File: config.mk
export PLATFORM = sky130hd
export DESIGN_NAME = fp_divider
export DESIGN_NICKNAME = d
export VERILOG_FILES = /design/src/rtl/fp_divider.sv
export SDC_FILE = /design/constraint.sdc
export NUM_CORES = 1
export LEC_CHECK = 0
export ABC_AREA = 1
export BUFFER_PORTS_ARGS = -buffer_cell sky130_fd_sc_hd__buf_4
export CORE_ASPECT_RATIO = 1.2
export CORE_MARGIN = 2
export CORE_UTILIZATION = 54
export CTS_CLUSTER_DIAMETER = 80
export DETAILED_ROUTE_END_ITERATION = 8
export PLACE_DENSITY = 0.8
export SETUP_SLACK_MARGIN = 0.4
export SLEW_MARGIN = 25
export SYNTH_ARGS = -nofsm -noshare
export SYNTH_HDL_FRONTEND = slang
export SYNTH_SLANG_ARGS = --single-unit
File: constraint.sdc
create_clock -name clk -period 5.3 [get_ports clk]
set_input_delay 0.265 -clock clk [delete_from_list [all_inputs] [get_ports clk]]
set_output_delay 0.265 -clock clk [all_outputs]
set_load 0.005 [all_outputs]
File: src/rtl/fp_divider.sv
// Iterative IEEE-754 single-precision divider: one restoring quotient bit per cycle, fast path for specials.
// Define FP_DIV_ROUND_NEAREST_EN for round-to-nearest-even; the default build truncates.
module fp_divider #(
    parameter int EXP_W  = 8,
    parameter int MANT_W = 23
) (
    input  logic                  clk,
    input  logic                  rst,
    input  logic                  en,
    input  logic [EXP_W+MANT_W:0] num1,
    input  logic [EXP_W+MANT_W:0] num2,
    output logic [EXP_W+MANT_W:0] res,
    output logic                  val,
    output logic                  busy,
    output logic                  dz
);
    localparam int W  = 1 + EXP_W + MANT_W;
    localparam int N  = MANT_W + 4;
    localparam int XW = EXP_W + 2;
    localparam int CW = $clog2(N);

    localparam logic [XW-1:0] BIAS    = XW'((1 << (EXP_W - 1)) - 1);
    localparam logic [XW-1:0] EXP_MAX = XW'((1 << EXP_W) - 1);
    localparam logic [CW-1:0] LAST    = CW'(N - 1);
    localparam logic [W-1:0]  QNAN    = {1'b0, {EXP_W{1'b1}}, 1'b1, {(MANT_W-1){1'b0}}};

    localparam logic [2:0] S_IDLE    = 3'd0;
    localparam logic [2:0] S_DIVIDE  = 3'd1;
    localparam logic [2:0] S_ROUND   = 3'd2;
    localparam logic [2:0] S_DONE    = 3'd3;
    localparam logic [2:0] S_SPECIAL = 3'd4;

    logic [2:0]        state_q, state_d;
    logic [CW-1:0]     cnt_q, cnt_d;
    logic              sign_q, sign_d;
    logic [XW-1:0]     exp_q, exp_d;
    logic [MANT_W:0]   mb_q, mb_d;
    logic [MANT_W+1:0] rem_q, rem_d;
    logic [N-1:0]      quot_q, quot_d;
    logic [W-1:0]      pend_q, pend_d;
    logic              pend_dz_q, pend_dz_d;
    logic [W-1:0]      res_q, res_d;
    logic              val_q, val_d;
    logic              dz_q, dz_d;

    logic              s1, s2;
    logic [EXP_W-1:0]  e1, e2;
    logic [MANT_W-1:0] m1, m2;
    logic              a_nan, a_inf, a_zero, b_nan, b_inf, b_zero;

    assign s1 = num1[W-1];
    assign s2 = num2[W-1];
    assign e1 = num1[W-2:MANT_W];
    assign e2 = num2[W-2:MANT_W];
    assign m1 = num1[MANT_W-1:0];
    assign m2 = num2[MANT_W-1:0];

    // Denormals have exp==0 and are deliberately folded into zero.
    assign a_zero = ~|e1;
    assign b_zero = ~|e2;
    assign a_nan  = (&e1) & (|m1);
    assign b_nan  = (&e2) & (|m2);
    assign a_inf  = (&e1) & ~(|m1);
    assign b_inf  = (&e2) & ~(|m2);

    logic              ge;
    logic [MANT_W+1:0] rem_sel;
    logic              norm;
    logic [MANT_W-1:0] mant;
    logic [XW-1:0]     exp_n, exp_r;
    logic              inc;
    logic [MANT_W:0]   mant_r;
`ifdef FP_DIV_ROUND_NEAREST_EN
    logic              guard, sticky;
`endif

    // NOTE: every always_comb output gets a default first so no path leaves it unassigned (no latches).
    always_comb begin
        state_d   = state_q;
        cnt_d     = cnt_q;
        sign_d    = sign_q;
        exp_d     = exp_q;
        mb_d      = mb_q;
        rem_d     = rem_q;
        quot_d    = quot_q;
        pend_d    = pend_q;
        pend_dz_d = pend_dz_q;
        res_d     = res_q;
        dz_d      = dz_q;
        val_d     = 1'b0;

        ge      = rem_q >= {1'b0, mb_q};
        rem_sel = ge ? (rem_q - {1'b0, mb_q}) : rem_q;
        norm    = quot_q[N-1];
        mant    = norm ? quot_q[N-2:3] : quot_q[N-3:2];
        exp_n   = norm ? exp_q : exp_q - XW'(1);
`ifdef FP_DIV_ROUND_NEAREST_EN
        guard   = norm ? quot_q[2] : quot_q[1];
        sticky  = (norm ? |quot_q[1:0] : quot_q[0]) | (|rem_q);
        inc     = guard & (sticky | mant[0]);
`else
        inc     = 1'b0;
`endif
        // A carry out leaves the low mantissa bits all zero, so only the exponent needs a bump.
        mant_r  = {1'b0, mant} + {{MANT_W{1'b0}}, inc};
        exp_r   = mant_r[MANT_W] ? exp_n + XW'(1) : exp_n;

        case (state_q)
            S_IDLE: begin
                if (en) begin
                    sign_d    = s1 ^ s2;
                    exp_d     = {2'b00, e1} - {2'b00, e2} + BIAS;
                    mb_d      = {1'b1, m2};
                    rem_d     = {2'b01, m1};
                    quot_d    = '0;
                    cnt_d     = '0;
                    pend_dz_d = 1'b0;
                    state_d   = S_SPECIAL;
                    if (a_nan | b_nan | (a_zero & b_zero) | (a_inf & b_inf)) begin
                        pend_d = QNAN;
                    end else if (a_inf) begin
                        pend_d = {s1 ^ s2, {EXP_W{1'b1}}, {MANT_W{1'b0}}};
                    end else if (b_zero) begin
                        pend_d    = {s1 ^ s2, {EXP_W{1'b1}}, {MANT_W{1'b0}}};
                        pend_dz_d = 1'b1;
                    end else if (b_inf | a_zero) begin
                        pend_d = {s1 ^ s2, {(W-1){1'b0}}};
                    end else begin
                        state_d = S_DIVIDE;
                    end
                end
            end
            S_DIVIDE: begin
                quot_d = {quot_q[N-2:0], ge};
                rem_d  = rem_sel << 1;
                cnt_d  = cnt_q + CW'(1);
                if (cnt_q == LAST) begin
                    state_d = S_ROUND;
                end
            end
            S_ROUND: begin
                pend_dz_d = 1'b0;
                if ($signed(exp_r) >= $signed(EXP_MAX)) begin
                    pend_d = {sign_q, {EXP_W{1'b1}}, {MANT_W{1'b0}}};
                end else if (exp_r[XW-1] || exp_r == '0) begin
                    pend_d = {sign_q, {(W-1){1'b0}}};
                end else begin
                    pend_d = {sign_q, exp_r[EXP_W-1:0], mant_r[MANT_W-1:0]};
                end
                state_d = S_DONE;
            end
            S_DONE, S_SPECIAL: begin
                res_d   = pend_q;
                dz_d    = pend_dz_q;
                val_d   = 1'b1;
                state_d = S_IDLE;
            end
            default: state_d = S_IDLE;
        endcase
    end

    // NOTE: sequential state uses non-blocking assignments so every flop samples pre-edge values.
    always_ff @(posedge clk) begin
        if (rst) begin
            state_q <= S_IDLE;
            res_q   <= '0;
            val_q   <= 1'b0;
            dz_q    <= 1'b0;
        end else begin
            state_q <= state_d;
            res_q   <= res_d;
            val_q   <= val_d;
            dz_q    <= dz_d;
        end
    end

    // NOTE: datapath registers are left unreset; each is loaded on acceptance before it is ever read.
    always_ff @(posedge clk) begin
        cnt_q     <= cnt_d;
        sign_q    <= sign_d;
        exp_q     <= exp_d;
        mb_q      <= mb_d;
        rem_q     <= rem_d;
        quot_q    <= quot_d;
        pend_q    <= pend_d;
        pend_dz_q <= pend_dz_d;
    end

    assign res  = res_q;
    assign val  = val_q;
    assign dz   = dz_q;
    assign busy = (state_q != S_IDLE);

endmodule
* Word level (Yosys, flattened, before mapping)
Index checks and enable logic that the tools add are counted.
** Cells by class
- Add/sub/neg operators :: 5
- Magnitude comparators :: 2
- Equal/unequal tests :: 8
- Muxes and demuxes :: 30
- Bitwise operators :: 13
- Reduce and logical (&&, ||, !) cells :: 20
** Operators by type and width (count)
- two-way mux 32 bit :: 5
- one-hot mux 32 bit (2 select lines) :: 1
- two-way mux 31 bit :: 2
- one-hot mux 27 bit (2 select lines) :: 1
- one-hot mux 25 bit (2 select lines) :: 1
- OR reduction 23 bit :: 2
- two-way mux 27 bit :: 1
- greater-or-equal comparator 25 x 24 -> 1 bit :: 1
- two-way mux 25 bit :: 1
- two-way mux 24 bit :: 1
- subtractor 24 bit :: 1
- two-way mux 23 bit :: 1
- two-way mux 3 bit :: 6
- AND reduction 8 bit :: 2
- OR reduction 8 bit :: 2
- adder 9 x 8 -> 10 bit (second input constant) :: 1
- greater-or-equal comparator 10 x 9 -> 1 bit (second input constant) :: 1
- logical NOT 10 bit :: 1
- two-way mux 10 bit :: 1
- one-hot mux 5 bit (2 select lines) :: 1
- subtractor 10 x 1 -> 10 bit (second input constant) :: 1
- one-hot mux 3 bit (3 select lines) :: 1
- subtractor 8 x 8 -> 9 bit :: 1
- AND reduction 2 bit :: 4
- other kinds (21) :: 38
** Storage, ports and cells
- Bits in registers :: 161
- Input bits :: 67

* Logic depth before layout (Yosys ltp)
Gate-level depths: netlist of the first run.
- Word-level depth :: 10
- Depth in mapped cells :: 15
- Mapped depth without buffers :: 15

* Worst setup path before layout of the first run
No wires, ideal clock.
- Path type :: register to register
- From :: reg state_q[2]
- To :: reg cnt_q[0] (enable)
- Setup time :: 0.551 ns
- Arrival :: 4.700 ns
- Data required time :: 4.749 ns
- Setup slack :: 0.049 ns
- Cell stages (with the launch flop) :: 6
- Buffers on the path :: 0
- Clock period less this slack :: 5.251 ns
- Cell sequence :: dfxtp_1 > nor2_1 > inv_1 > nor2_1 > inv_1 > o21ai_0
** On the way
- Cells in the longest elaborated chain, start to end :: 3
- Elaborated cells between the ends (all ways) :: 5
- Classes of those cells :: 2 x eq/ne; 3 x reduce/logical
** RTL lines
- start, declared :: line 33 : logic [2:0] state_q, state_d;
- start signal, assigned :: line 170 : state_q <= state_d;
- equality test 3 x 1 -> 1 bit or logical NOT 3 bit (tied branches) :: line 108 : case (state_q)
- nonzero test 2 bit (no source line) or != test 2 bit (tied branches)
- AND reduction 2 bit (no source line) *
- end signal, assigned :: line 179 : cnt_q <= cnt_d;
- end, declared :: line 34 : logic [CW-1:0] cnt_q, cnt_d;
Every way passes the cells marked *; elsewhere a longest branch is shown, timed or not.
A chain may end at the register's enable or synchronous reset.

* Worst setup path after layout of the first run
- From :: reg rem_q[2]
- To :: reg rem_q[19] (data pin)
** On the way
- Cells in the longest elaborated chain, start to end :: 3
- Elaborated cells between the ends (all ways) :: 4
- Classes of those cells :: 1 x add/sub; 1 x order compare; 2 x mux
** RTL lines
- start, declared :: line 38 : logic [MANT_W+1:0] rem_q, rem_d;
- start signal, assigned :: line 183 : rem_q <= rem_d;
- subtractor 24 bit or greater-or-equal comparator 25 x 24 -> 1 bit (tied branches) :: line 93, 92
- two-way mux 24 bit * :: line 93 : rem_sel = ge ? (rem_q - {1'b0, mb_q}) : rem_q;
- one-hot mux 25 bit (2 select lines) * :: line 108
- via rem_d[19] :: line 38
Mark *: on every way through the listed nets, which the timed path passes. The rest lies on a longest branch.

==> impl_metrics.ini, run 1 <==
[place]
dpl.hpwl_mm = 15.6
dp.cells = 1444
dp_slack_ns = 1.84
port_buffers = 101
routabilityCongestion = 0.944

[floorplan]
initial_utilization_pct = 54.9
core_mm2 = 0.0168
die_width_um = 123
die_area_mm2 = 0.0181
ios = 102
die_h_um = 147
rows = 52

[flow_run]
cap_violations = 0

[cts]
cts_tree = built
path_clk_slew_ns = 0.07
h-tree-depth = 4
cts_setup_buffers = 0
insertion_delay_ns = 0.44
clk_root_buffer_cell = clkbuf_16
cts_sinks = 161
cts_buffer_depth = 2
cts_buffers = 17
cts-resized-gates = 0
cts_hold_buf = 0

[timing]
hold_violations = 0
setup_ws_ns = 1.79
slew_headroom_pct = 41.9
fmaxAchievable_ghz = 0.285
fin_crit_ns = 3.51
fin_crit_sh_pct = 66.3
drv_slew = 0
fin_skew_ns = 0.0119
tightest_slew_ns = 0.863
setup_viol_count_final = 0
fin_tns_setup_ns = 0
rsz0062_at_grt = false

[logic_synthesis]
synthMuxAreaShare_pct = 0
synthCells = 1155
synth_top_family_by_area = simple AND/OR/NAND/NOR gates
yosys_register_bits = 161
synthXorXnorAreaFrac_pct = 2.18
ys_types = 34
yosysSeqAreaShare_pct = 48.4
synth_top_area_cell = edfxtp_1
avgSynthCellArea_um2 = 7.98
syn_nets = 1259
synth_top_area_share_pct = 40.4
synth_compound_area_share_pct = 6.62
synth_fa_ha_area_share_pct = 5.18
synth.area.top_cells = edfxtp_1 40%, nand2_1 12%, dfxtp_1 8.0%
yosys.area_share.simple_pct = 28.8
synthesis.area_mm2 = 0.00922
yosysWarnings = 0

[power]
peakVddDrop_v = 0.000249
powerDensity_mw_per_mm2 = 385
leakage_nw = 4.91

[global_route]
grt_pass1_vias = 7461
grt_usage_pct = 24.6
antenna_found_initial = 0
grt_pass1_wl_mm = 35.0
grt_max_degree = 56
grt_overflow = 0

[setup_path]
crit_path_end_kind = flip-flop
path_buf_inv = 0
worst_path_max_delay_cell = nand3_2
crit_type = flip-flop to flip-flop
crit_path_frequent_cell = nand2_1
path_delay_family = simple AND/OR/NAND/NOR gates
critPathArrivalTime_ns = 3.70
path_cells = ha_1, nand2_1, nand3_2, nand2_1, nand2_1, nand2_1, nand2_1, nand2_1, nand3_2, nand2_1, nand2_1, nand2_1, nand2_1
startpoint_type = flip-flop
critPathMaxFanout = 26
crit_required_ns = 5.49
critPathMaxStageDelay_ns = 0.70

[routing]
ant_nets = 0
vias = 7988
drt_first_pass_iters = 6
finalWirelength_mm = 21.4
wl_per_cell_um = 14.5
drt_iter0_markers = 647
drc = 0
via_per_inst = 5.41

[final_layout]
num_antenna_cells = 0
fillers = 1439
stdcell_count = 1477
syn_to_final_growth_pct = 16.6
num-nets-final = 1352
final_core_util_pct = 64.1
drive_gt1_share_pct = 12.7

[min_path]
hold_path_class = primary input to flip-flop

[status]
outcome = finished clean
[where the power goes]
part / switching [mW] / total [mW] / internal [mW]
Clock: 0.568 / 1.19 / 0.626
Combinational: 0.841 / 1.29 / 0.444
Sequential: 0.0807 / 1.66 / 1.58
Total: 1.49 / 4.14 / 2.65
[layout make-up]
cell class / instances / area [um^2] / share of cell area, %
clock inverter: 15 / 146 / 1.36
clock buffer: 17 / 425 / 3.96
multi-input combinational: 793 / 3980 / 37.0
tap: 216 / 270 / 2.51
timing repair buffer: 111 / 853 / 7.93
sequential: 161 / 4460 / 41.5
inverter: 164 / 616 / 5.72
[sequential cells by signal (all words and copies together) (netlist names)]
| signal | count |
|---|---|
| quot_q | 27 |
| val | 1 |
| dz | 1 |
| rem_q | 25 |
| sign_q | 1 |
| res | 32 |
| cnt_q | 5 |
| pend_q | 32 |
| mb_q | 23 |
| state_q | 3 |
| pend_dz_q | 1 |
| exp_q | 10 |
[placed cells by master (no fill, tap or decap), types with 7 or more instances in the layout]
master,Yosys,layout
a21oi_1,65,65
buf_4,3,110
clkbuf_16,0,17
dfxtp_1,37,37
edfxtp_1,124,124
ha_1,35,35
inv_1,163,163
nand2_1,298,297
nand3_1,115,115
nand4_1,40,40
nor2_1,127,126
nor3_1,12,12
o21ai_0,42,41
xnor2_1,16,16
xor2_1,7,7
[metal layers]
layer  global-route usage [%]  vias to the layer above  share of wire, %
li1                         -                     4009                 -
met1                     30.9                     3657                43
met2                     41.8                      279                49
met3                     4.08                       43               5.7
met4                     9.83                        0               2.8
met5                        0                        -                 0
[metrics by stage]
step                hold WS, ns  power [mW]  area (um^2)
detailed placement        0.454        2.94        10200
finish                  0.00671        4.14        10800
CTS                    0.000624        4.12        10700
global placement          0.448        2.91        10200
global route           0.000780        4.37        10800
floorplan                 0.364        2.60         9220
[kinds of logic after synthesis]
logic type	Yosys count
and+or+nand+nor	616
buffers and inverters	201
DFF	161
AOI/OAI and AO/OA	117
adders and majority gates	37
xor gates and xnor gates	23
[Yosys cell counts]
master    instances
nor3_1           12
a22oi_1           1
nor2_1          127
nor4_1            6
or2_2             2
o21bai_1          1
a21oi_1          65
o21ai_1           1
fa_1              2
o21ai_2           2
and2_1            3
nand3b_1          3
a21o_1            3
inv_1           163
buf_4             3
xor2_1            7
o21ai_0          42
ha_1             35
nand3_2           3
edfxtp_1        124
a211oi_1          2
and3_1            1
dfxtp_1          37
buf_6             5
inv_2             1
nor2_2            4
nand3_1         115
nand4_2           2
nand4_1          40
buf_2             3
clkbuf_1         22
xnor2_1          16
buf_1             4
nand2_1         298
[final timing paths]
kind                                     startpoint             endpoint  slack (ns)  depth (start not counted)
worst min register to register  res[9]$_SDFFE_PP0P_  res[9]$_SDFFE_PP0P_        0.46                          2
worst min-delay path                        num2[0]    mb_q[0]$_DFFE_PP_       0.007                          1
worst max register to register   rem_q[2]$_DFFE_PP_  rem_q[19]$_DFFE_PP_        1.79                         13
worst max-delay path             rem_q[2]$_DFFE_PP_  rem_q[19]$_DFFE_PP_        1.79                         13
No activity file was read; power rests on OpenSTA's default activity.
==> inputs of run 2 (changes only) <==
--- a/config.mk
+++ b/config.mk
@@ -5,14 +5,14 @@
 export SDC_FILE = /design/constraint.sdc
 export NUM_CORES = 1
 export LEC_CHECK = 0
-export ABC_AREA = 1
+export ABC_AREA = 0
 export BUFFER_PORTS_ARGS = -buffer_cell sky130_fd_sc_hd__buf_4
 export CORE_ASPECT_RATIO = 1.2
 export CORE_MARGIN = 2
-export CORE_UTILIZATION = 54
+export CORE_UTILIZATION = 53
 export CTS_CLUSTER_DIAMETER = 80
 export DETAILED_ROUTE_END_ITERATION = 8
-export PLACE_DENSITY = 0.8
+export PLACE_DENSITY = 0.79
 export SETUP_SLACK_MARGIN = 0.4
 export SLEW_MARGIN = 25
 export SYNTH_ARGS = -nofsm -noshare
==> constraint.sdc (replaced) <==
create_clock -name clk -period 2.9 [get_ports clk]
set_input_delay 0.145 -clock clk [delete_from_list [all_inputs] [get_ports clk]]
set_output_delay 0.145 -clock clk [all_outputs]
set_load 0.005 [all_outputs]
==> impl_metrics.ini, run 2 <==
[power]
power_mw = 7.12
power.clock.fraction_pct = 31.3
pwr-share-seq_pct = 40.1
peakVddDrop_v = 0.000412
p_sw_share_pct = 31.0
comb_power_share_pct = 28.5
internal-power_mw = 4.92
powerDensity_mw_per_mm2 = 616
switchingPower_mw = 2.21
leakage_nw = 4.48

[place]
dpl.hpwl_mm = 13.5
dp_slack_ns = 0.112
port_buffers = 101
routabilityCongestion = 0.931
placed_area_mm2 = 0.00986

[logic_synthesis]
synth_most_common_cell = nand2_1
yosysSeqAreaShare_pct = 51.8
async_flop_share_pct = 0
avgSynthCellArea_um2 = 10.1
synth.area.top_cells = edfxtp_1 43%, dfxtp_1 8.6%, nand2_1 5.6%
synth_top_area_share_pct = 43.2
synthCells = 856
synth_ff_type = edfxtp_1
synth_commonest_cells = 128 x nand2_1, 124 x edfxtp_1, 66 x a21oi_1
synth_top_area_cell = edfxtp_1
syn_nets = 960
synth_edf_count = 124
yosysWarnings = 0
ys_types = 64
yosys_register_bits = 161
synthesis.area_mm2 = 0.00862

[cts]
cts_buffer_depth = 2
insertion_delay_ns = 0.43
cts_tree = built
h-tree-depth = 4
path_clk_slew_ns = 0.07
cts_buffers = 17
clk_root_buffer_cell = clkbuf_16
cts_sinks = 161

[final_layout]
layout_common_cells = 150 x buf_4, 124 x edfxtp_1, 116 x nand2_1, 56 x a21oi_1, 48 x nor2_1
layout_commonest_cell = buf_4
final_area_mm2 = 0.0116
num_antenna_cells = 0
num-nets-final = 1135
drive_gt1_share_pct = 30.6
syn_to_final_growth_pct = 34.2

[timing]
setup_viol_count_final = 0
hold_violations = 0
fin_crit_ns = 2.85
slew_headroom_pct = 46.9
worst_hold_slack_ns = 0.00821
tightest_slew_ns = 0.793
setup_ws_ns = 0.0537
drv_slew = 0
fin_skew_ns = 0.00858
rsz0062_at_grt = true
fin_crit_sh_pct = 98.1
fmaxAchievable_ghz = 0.351

[setup_path]
worst_path_max_delay_cell = edfxtp_1
reg2reg_depth = 11
startpoint_type = flip-flop
crit_path_end_kind = flip-flop
critPathMaxFanout = 3
critPathMaxStageDelay_ns = 0.42
crit_required_ns = 3.08
path_cells = inv_2, ha_4, fa_2, nor2b_2, o31a_1, o21ai_2, a31oi_2, o21ai_1, a21boi_2, or3_1, a311o_1
crit_type = flip-flop to flip-flop
critPathArrivalTime_ns = 3.03

[min_path]
hold_path_class = primary input to flip-flop
holdPathStages = 3

[routing]
drt_iter0_markers = 557
wl_per_cell_um = 17.4
finalWirelength_mm = 21.8
via_per_inst = 5.72
drt_first_pass_iters = 5
ant_nets = 0
drc = 0
vias = 7184

[status]
outcome = finished clean

[floorplan]
die_h_um = 144
core_mm2 = 0.0161
rows = 51
die_area_mm2 = 0.0173
ios = 102
initial_utilization_pct = 53.6
die_width_um = 120

[flow_run]
cap_violations = 0

[global_route]
grt_usage_pct = 23.9
grt_pass1_wl_mm = 32.5
grt_max_degree = 38
grt_overflow = 0
antenna_found_initial = 0
grt_pass1_vias = 6776
[run 2: cell count changes in the layout (fill, tap and decap cells not counted), sizes merged, moves of 30 or more]
cell   delta
and2     +30
nor2     -56
nand2   -170
inv     -117
buf      +53
nand4    -31
nand3   -104
[run 2: cell type report]
cell class / count / area, um^2
inverters: 48 / 180
fillers: 1098 / 4520
repair buffers: 189 / 1620
well taps: 212 / 265
multi-input cells: 614 / 4450
flip-flops and latches: 161 / 4460
clock inverters: 13 / 119
clock buffers: 19 / 464
[run 2: metrics by stage]
| stage | cells | TNS [ns] | utilization (%) |
|---|---|---|---|
| after floorplan | 856 | 0 | - |
| after global placement | 1167 | 0 | 61.3 |
| after detailed placement | 1167 | 0 | 61.3 |
| after CTS | 1240 | 0 | 69.3 |
| after global routing | 1256 | -0.00863 | 71.9 |
| final | 1256 | 0 | 71.9 |
[run 2: per-layer routing]
layer	part of all wire (%)	vias up	GRT usage (%)	routed length [um]
met5	0	-	0	0
met4	2.7	0	8.20	582
met3	5.8	59	5.12	1270
met2	52	291	43.4	11400
met1	39	3402	28.0	8550
li1	-	3432	-	-
[run 2: final timing paths]
| kind | end | slack, ns | start |
|---|---|---|---|
| worst max-delay path | rem_q[23]$_SDFFCE_PN1P_ | 0.05 | rem_q[0]$_SDFFCE_PP0P_ |
| worst min-delay path | rem_q[21]$_DFFE_PP_ | 0.008 | num1[21] |
| worst max register to register | rem_q[23]$_SDFFCE_PN1P_ | 0.05 | rem_q[0]$_SDFFCE_PP0P_ |
| worst min register to register | res[12]$_SDFFE_PP0P_ | 0.45 | res[12]$_SDFFE_PP0P_ |
[run 2: logic make-up (layout without fill, tap and decap cells)]
logic type / after synthesis / count (layout) / synth area share, %
XOR/XNOR: 36 / 36 / 3.66
adder cells (fa/ha/maj): 37 / 37 / 5.55
flip-flops: 161 / 161 / 51.8
multiplexers: 25 / 25 / 2.90
AND/OR/NAND/NOR: 333 / 333 / 18.9
buffers and inverters: 81 / 269 / 3.82
AO/OA/AOI/OAI: 183 / 183 / 13.4
[run 2: power groups by stage]
stage	clock, mW	sequential [mW]	combinational, mW
final	2.23	2.86	2.03
after global routing	2.35	2.87	2.17
after CTS	2.25	2.84	1.76
after detailed placement	0	2.88	1.55
after global placement	0	2.87	1.54
after floorplan	0	2.84	1.13
[run 2: critical path, delay by kind of cell, from the launching register on]
| kind | cells | cell delay, ns |
|---|---|---|
| adder cells (fa/ha/maj) | 2 | 0.40 |
| buffers and inverters | 1 | 0.11 |
| flip-flops | 1 | 0.42 |
| AND/OR/NAND/NOR | 2 | 0.37 |
| AO/OA/AOI/OAI | 6 | 1.30 |
[run 2: repair_timing]
action | 4_1_cts | 5_1_grt
resized for setup | 54 | 61
setup endpoints to repair | 53 | 56
hold buffers | 24 | 0
pin swaps | 33 | 46
endpoints found under the hold margin | 24 | 0
buffers inserted | 14 | 15
gates cloned | 3 | 1
